==> config.mk <==
export PLATFORM = sky130hd
export DESIGN_NAME = seq_gen
export DESIGN_NICKNAME = d
export VERILOG_FILES = /design/src/rtl/seq_gen.sv
export SDC_FILE = /design/constraint.sdc
export NUM_CORES = 1
export LEC_CHECK = 0
export ABC_CLOCK_PERIOD_IN_PS = 5340
export BUFFER_PORTS_ARGS = -buffer_cell sky130_fd_sc_hd__buf_2
export CAP_MARGIN = 20
export CORE_UTILIZATION = 59
export CTS_CLUSTER_SIZE = 40
export DETAILED_ROUTE_END_ITERATION = 10
export GPL_ROUTABILITY_DRIVEN = 0
export PLACE_DENSITY = 0.83
export SYNTH_ARGS = -nofsm -noshare
export SYNTH_HDL_FRONTEND = slang
export SYNTH_SLANG_ARGS = --single-unit
export TNS_END_PERCENT = 20
==> constraint.sdc <==
create_clock -name clock -period 5.34 [get_ports clock]
set_input_delay 0.267 -clock clock [delete_from_list [all_inputs] [get_ports clock]]
set_output_delay 0.267 -clock clock [all_outputs]
set_load 0.01 [all_outputs]
==> src/rtl/seq_gen.sv <==
// seq_gen: serial pattern generator.
// Loads a WIDTH-bit pattern, emits bits len..0 MSB-first on `a` (valid high),
// repeats the pattern `repeats` extra times, then pulses `done` for one clock.
// Optional feature: define SEQ_GEN_GAP_EN to insert one idle (GAP) step between
// repetitions; without it repetitions are back-to-back.
module seq_gen #(
    parameter int unsigned WIDTH = 8,
    parameter int unsigned CNT_W = 4
) (
    input  logic                     clock,
    input  logic                     reset,
    input  logic                     enable,
    input  logic                     start,
    input  logic [WIDTH-1:0]         pattern,
    input  logic [$clog2(WIDTH)-1:0] len,
    input  logic [CNT_W-1:0]         repeats,
    output logic                     a,
    output logic                     valid,
    output logic                     busy,
    output logic                     done
);

    localparam int unsigned LEN_W = $clog2(WIDTH);

    localparam logic [1:0] IDLE  = 2'd0;
    localparam logic [1:0] SHIFT = 2'd1;
`ifdef SEQ_GEN_GAP_EN
    localparam logic [1:0] GAP   = 2'd2;
`endif

    logic [1:0]       state_q,   state_d;
    logic [WIDTH-1:0] pattern_q, pattern_d;
    logic [LEN_W-1:0] len_q,     len_d;
    logic [LEN_W-1:0] index_q,   index_d;
    logic [CNT_W-1:0] count_q,   count_d;
    logic             a_q,       a_d;
    logic             valid_q,   valid_d;
    logic             busy_q,    busy_d;
    logic             done_q,    done_d;

    // Next-state logic: everything advances only on enabled edges, except done which self-clears.
    always_comb begin
        state_d   = state_q;
        pattern_d = pattern_q;
        len_d     = len_q;
        index_d   = index_q;
        count_d   = count_q;
        done_d    = 1'b0;

        if (enable) begin
            case (state_q)
                IDLE: begin
                    if (start) begin
                        pattern_d = pattern;
                        len_d     = len;
                        index_d   = len;
                        count_d   = repeats;
                        state_d   = SHIFT;
                    end
                end
                SHIFT: begin
                    if (index_q != '0) begin
                        index_d = index_q - LEN_W'(1);
                    end else if (count_q != '0) begin
                        count_d = count_q - CNT_W'(1);
                        index_d = len_q;
`ifdef SEQ_GEN_GAP_EN
                        state_d = GAP;
`endif
                    end else begin
                        state_d = IDLE;
                        done_d  = 1'b1;
                    end
                end
`ifdef SEQ_GEN_GAP_EN
                GAP: begin
                    state_d = SHIFT;
                end
`endif
                default: begin
                    state_d = IDLE;
                end
            endcase
        end
    end

    // Output decode of the next state, so the registered outputs track the registered state exactly.
    always_comb begin
        valid_d = (state_d == SHIFT);
        busy_d  = (state_d != IDLE);
        a_d     = (state_d == SHIFT) ? pattern_d[index_d] : 1'b0;
    end

    // State and output registers with asynchronous active-high reset.
    always_ff @(posedge clock or posedge reset) begin
        if (reset) begin
            state_q   <= IDLE;
            pattern_q <= '0;
            len_q     <= '0;
            index_q   <= '0;
            count_q   <= '0;
            a_q       <= 1'b0;
            valid_q   <= 1'b0;
            busy_q    <= 1'b0;
            done_q    <= 1'b0;
        end else begin
            state_q   <= state_d;
            pattern_q <= pattern_d;
            len_q     <= len_d;
            index_q   <= index_d;
            count_q   <= count_d;
            a_q       <= a_d;
            valid_q   <= valid_d;
            busy_q    <= busy_d;
            done_q    <= done_d;
        end
    end

    assign a     = a_q;
    assign valid = valid_q;
    assign busy  = busy_q;
    assign done  = done_q;

endmodule

-- Word level (Yosys, flattened, before mapping)
Cells that the tools add are included.
W data, S select, Z words.
- add/sub/neg operators: 2
- order comparisons: 1
- equality and inequality tests: 5
- multiplexer cells: 24
- reduce and logical (&&, ||, !) cells: 7
- operator list (cell ; count):
    $mux W8 ; 3
    $mux W3 ; 4
    $mux W4 ; 3
    $mux W2 ; 4
    $pmux W4 S2 ; 1
    $mux W1 ; 6
    $ne A2 B2 Y1 const B ; 3
    $pmux W3 S2 ; 1
    $reduce_and A5 Y1 ; 1
    $eq A2 B1 Y1 const B ; 2
    $lt A3 B4 Y1 const B ; 1
    $pmux W2 S2 ; 1
    $reduce_bool A2 Y1 ; 2
    $reduce_bool A4 Y1 ; 1
    $sub A4 B1 Y4 const B ; 1
    $bmux W1 S3 ; 1
    $reduce_and A3 Y1 ; 1
    $reduce_bool A3 Y1 ; 1
    $sub A3 B1 Y3 const B ; 1
    $logic_not A2 Y1 ; 1
- flip-flop bits (word level): 24
- input port bits: 19
- output and inout port bits: 4

-- Logic depth before layout (Yosys ltp)
- word-level depth: 8
- mapped depth: 8
- gate-level depth less buffers: 8

-- Least setup slack after synthesis
OpenSTA, ideal clock, no wires.
- path kind: register -> register
- start: register index_q[0]
- end: register a_q, in the netlist a
- library setup time: 82 ps
- data arrival time: 1971 ps
- required time: 5258 ps
- path slack: 3287 ps
- cell stages (with the launch flop): 9
- clock period less this slack: 2053 ps
- cells stage by stage: dfrtp_1 -> inv_1 -> ha_1 -> nor2b_1 -> a21oi_2 -> a211oi_4 -> inv_2 -> or4b_1 -> a31oi_1
- longest elaborated chain between the ends: 7
- elaborated cells on any way between the ends: 14
- those cells by class: add/sub (1); eq/ne (1); mux (11); reduce/logical (1)
- RTL lines (element ; RTL line ; source):
    start: declaration ; 34 ; logic [LEN_W-1:0] index_q, index_d;
    start signal: assignment ; 110 ; index_q <= index_d;
    $sub A3 B1 Y3 or $reduce_bool A3 Y1 (tied branches) ; 63, 62 ;
    $mux W3 * ; 62 ; if (index_q != '0) begin
    $pmux W3 S2 * ; 51 ; case (state_q)
    $mux W3 * ; 50 ; if (enable) begin
    net index_d[2] ; 34 ;
    $bmux W1 S3 * ; 91 ; a_d = (state_d == SHIFT) ? pattern_d[index_d] : 1'b0;
    $mux W1 (implied by the code) * ; 91 ;
    $mux W1 * ; 91 ;
    net a_d ; 36 ; logic a_q, a_d;
    end signal: assignment ; 102 ; a_q <= 1'b0;
    end signal: assignment ; 112 ; a_q <= a_d;
    end: declaration ; 36 ;
The timed path passes the listed nets; every way through them passes the cells marked *. The select of a mux whose other input is x is not followed.
A chain may end at the register's enable or synchronous reset.

-- Final worst setup path
Ends and elaborated chain as after synthesis.

==> results.tsv <==
stage	metric	value	unit
clock_network	worst-case clock buffer depth	2	
floorplan	full die area	2486	um2
finish	Reg area	600.6	um2
grt	gr usage total	0.2360	
floorplan	die width	49.86	um
drt	via count	988	
grt	number of global-route vias before repair	1035	
power_and_ir_drop	Peak VDD IR	0.3144	mV
power_and_ir_drop	power per cell area	551.9	nW/um2
setup_path	Worst setup SP type	flop	
floorplan	Initial Util	0.6553	
synth	sequential share of the synthesized area	0.4444	
drt	Iter 0 DRT Violations	10	
timing	setup_tns	0	ps
finish	post-route cell area	1521	um2
grt	GRT Max-Usage Layer	met2	
setup_path	crit-path max cell delay	510	ps
grt	first-pass GRT wire length	4429	um
timing	Worst Tran Pin Value	881.1	ps
synth	syn_area_per_cell	11.36	um2
finish	most common cell after layout, fill and taps aside	dfrtp_1	
setup_path	Worst setup EP type	flop	
timing	RSZ-0062 raised after global routing	false	
power_and_ir_drop	Net Sw Frac	0.3865	
placement	Detail Placement HPWL	1879	um
finish	diode count	0	
floorplan	row cnt	16	
timing	Fmax	0.4177	GHz
min_path	min-delay worst type	in -> async	
placement	PortBufs	22	
synth	Gate Count Post-Synth	119	
grt	initial antenna violation count	0	
timing	Setup-failing EPs final	0	
setup_path	Worst EP required	5580	ps
setup_path	CP max-delay cell	or4b_1	
drt	routed wire length	2590	um
clock_network	CTS buffer count	3	
clock_network	Clock Sinks	24	
grt	met2 Track Usage GR	0.4234	
clock_network	Clk pin slew, worst setup/hold paths	130	ps
synth	synthesized flop and latch total	24	
power_and_ir_drop	Sw Pwr	0.3245	mW
synth	Synth Net Count	141	
job	Max-Cap Viols	0	
finish	commonest non-fill, non-tap cells in the layout	24 x dfrtp_1, 22 x buf_2, 11 x mux2_2, 8 x inv_1, 8 x nand2b_1	
power_and_ir_drop	Comb pwr share	0.506	
placement	pre-CTS WS	2983	ps
drt	vias per inst	5.812	
drt	# DRC	0	
finish	share of cells above drive strength 1	0.3497	
floorplan	io pins	23	
power_and_ir_drop	clock power share	0.112	
grt	met3 Resource Use GR	0.01852	
timing	Tcrit/Tclk final	0.4483	
synth	Yosys warnings	0	
timing	Slew Limit Fails	0	
clock_network	number of H-tree levels	1	
floorplan	Core ar.	2062	um2
timing	Rel. slew slack	0.4119	
setup_path	crit path DAT	2630	ps
synth	Post-Syn Area	1351	um2
status	status	completed	
clock_network	CTS Root Cell	clkbuf_4	
finish	nets	166	
setup_path	worst-path cell chain	inv_1, ha_1, nor2b_1, a21oi_2, a211oi_4, inv_2, or4b_1, a31oi_1	
finish	footprint of the multi-input gates	706.9	um2
clock_network	PostCTS Resize Cnt	0	
grt	GRT met1 Usage	0.2934	
clock_network	Hold-fix buffers, CTS	0	
finish	Layout fillers	159	
clock_network	Setup Buffers After CTS	0	
setup_path	worst-path fanout max	5	
timing	fin crit period	2394	ps
setup_path	Setup CP Type	reg -> reg	
timing	Final Hold Viols	0	
power_and_ir_drop	Power Internal	0.5152	mW
synth	synth unique cells	41	
drt	Routed Antenna Nets	0	
placement	DP Area	1485	um2
timing	final clock skew	4.368	ps
grt	largest net degree at the start of global routing	25	
drt	WL/cell	15.24	um
drt	DRT Pass-1 Iters	4	
power_and_ir_drop	standby leakage power	0.6844	nW
grt	grt ovf	0	
clock_network	Clock Latency Late Sink	310	ps
floorplan	Die Y	49.86	um
clock_network	CTS tree	yes	
finish	Layout area overhead	12.59	%
power_and_ir_drop	Sequential Power Share	0.383	
timing	final worst-path setup slack	2946	ps
finish	Final Core Density	0.7379	
-- flip-flops by register name (all words and copies together) (netlist names) --
register / count
valid: 1
pattern_q: 8
a: 1
busy: 1
index_q: 3
state_q: 2
len_q: 3
count_q: 4
done: 1
-- logic make-up after synthesis --
logic type      share of synthesized area
buf+inv                           0.03241
mux                                0.1222
simple gates                       0.1972
fa+ha+maj                         0.02778
compound gates                     0.1759
flops                              0.4444
-- synthesized netlist by cell type (all sizes together) --
library cell | instances | area, um2
or2 | 1 | 6.260
mux2i | 3 | 30.03
nand4b | 2 | 17.52
o311ai | 1 | 16.27
and4bb | 1 | 16.27
dfrtp | 24 | 600.6
a211oi | 1 | 20.02
nor3 | 2 | 10.01
o211ai | 1 | 21.27
nand2 | 4 | 15.01
a2bb2oi | 2 | 17.52
mux2 | 12 | 135.1
inv | 9 | 33.78
o21ai | 6 | 30.03
and2 | 3 | 21.27
o2111ai | 1 | 8.760
nor3b | 2 | 26.28
nor2 | 7 | 26.28
ha | 3 | 37.54
a21boi | 1 | 7.510
nand3b | 2 | 15.01
nand4 | 1 | 6.260
nand2b | 9 | 58.81
a22o | 2 | 17.52
nor2b | 4 | 25.02
a31oi | 1 | 6.260
a21oi | 3 | 18.77
and3 | 2 | 12.51
a22oi | 1 | 7.510
a21o | 2 | 15.01
a31o | 1 | 8.760
or4b | 1 | 10.01
buf | 2 | 10.01
o41ai | 1 | 16.27
a221oi | 1 | 26.28
-- path summary, 6_finish.rpt --
| path | from | to | slack (ps) | depth (start not counted) |
|---|---|---|---|---|
| max | index_q[0] | a | 2950 | 8 |
| min | reset | count_q[1] | 120 | 2 |
| max reg2reg | index_q[0] | a | 2950 | 8 |
| min reg2reg | pattern_q[2] | pattern_q[2] | 520 | 1 |
| max in group asynchronous | reset | index_q[1] | 4680 | 2 |
| min in group clock | pattern[7] | pattern_q[7] | 200 | 2 |
-- worst max-delay path, delay by kind of cell, from the launching register on --
family          cells  cell delay [ps]
flops               1              450
fa+ha+maj           1              250
compound gates      3              590
buf+inv             2              210
simple gates        2              830
-- power groups by stage --
| stage | Sequential [mW] | Clock [mW] | Combinational, mW |
|---|---|---|---|
| after floorplan | 0.308 | 0 | 0.346 |
| after global placement | 0.321 | 0 | 0.403 |
| after detailed placement | 0.325 | 0 | 0.423 |
| after CTS | 0.320 | 0.0974 | 0.425 |
| after global routing | 0.332 | 0.103 | 0.466 |
| final | 0.321 | 0.0940 | 0.425 |
-- cell type report --
class | instances | share of cell area
Inverter | 9 | 0.02220
Timing Repair Buffer | 22 | 0.07237
Sequential cell | 24 | 0.3947
Multi-Input combinational cell | 84 | 0.4646
Tap cell | 27 | 0.02220
Clock buffer | 4 | 0.02385
-- per-stage QoR --
stage	std cells	hold WS [ps]	power, mW
floorplan	119	281.6	0.6537
global placement	166	467.0	0.7237
detailed placement	166	488.0	0.7482
CTS	170	152.7	0.8428
global route	170	196.3	0.9004
finish	170	115.6	0.8397
-- per-layer routing --
metal  vias up  part of all wire
met5         -                 0
met4         0             0.015
met3         4             0.022
met2        14              0.50
met1       496              0.46
li1        474                 -
Power figures use the tool's default switching activity.
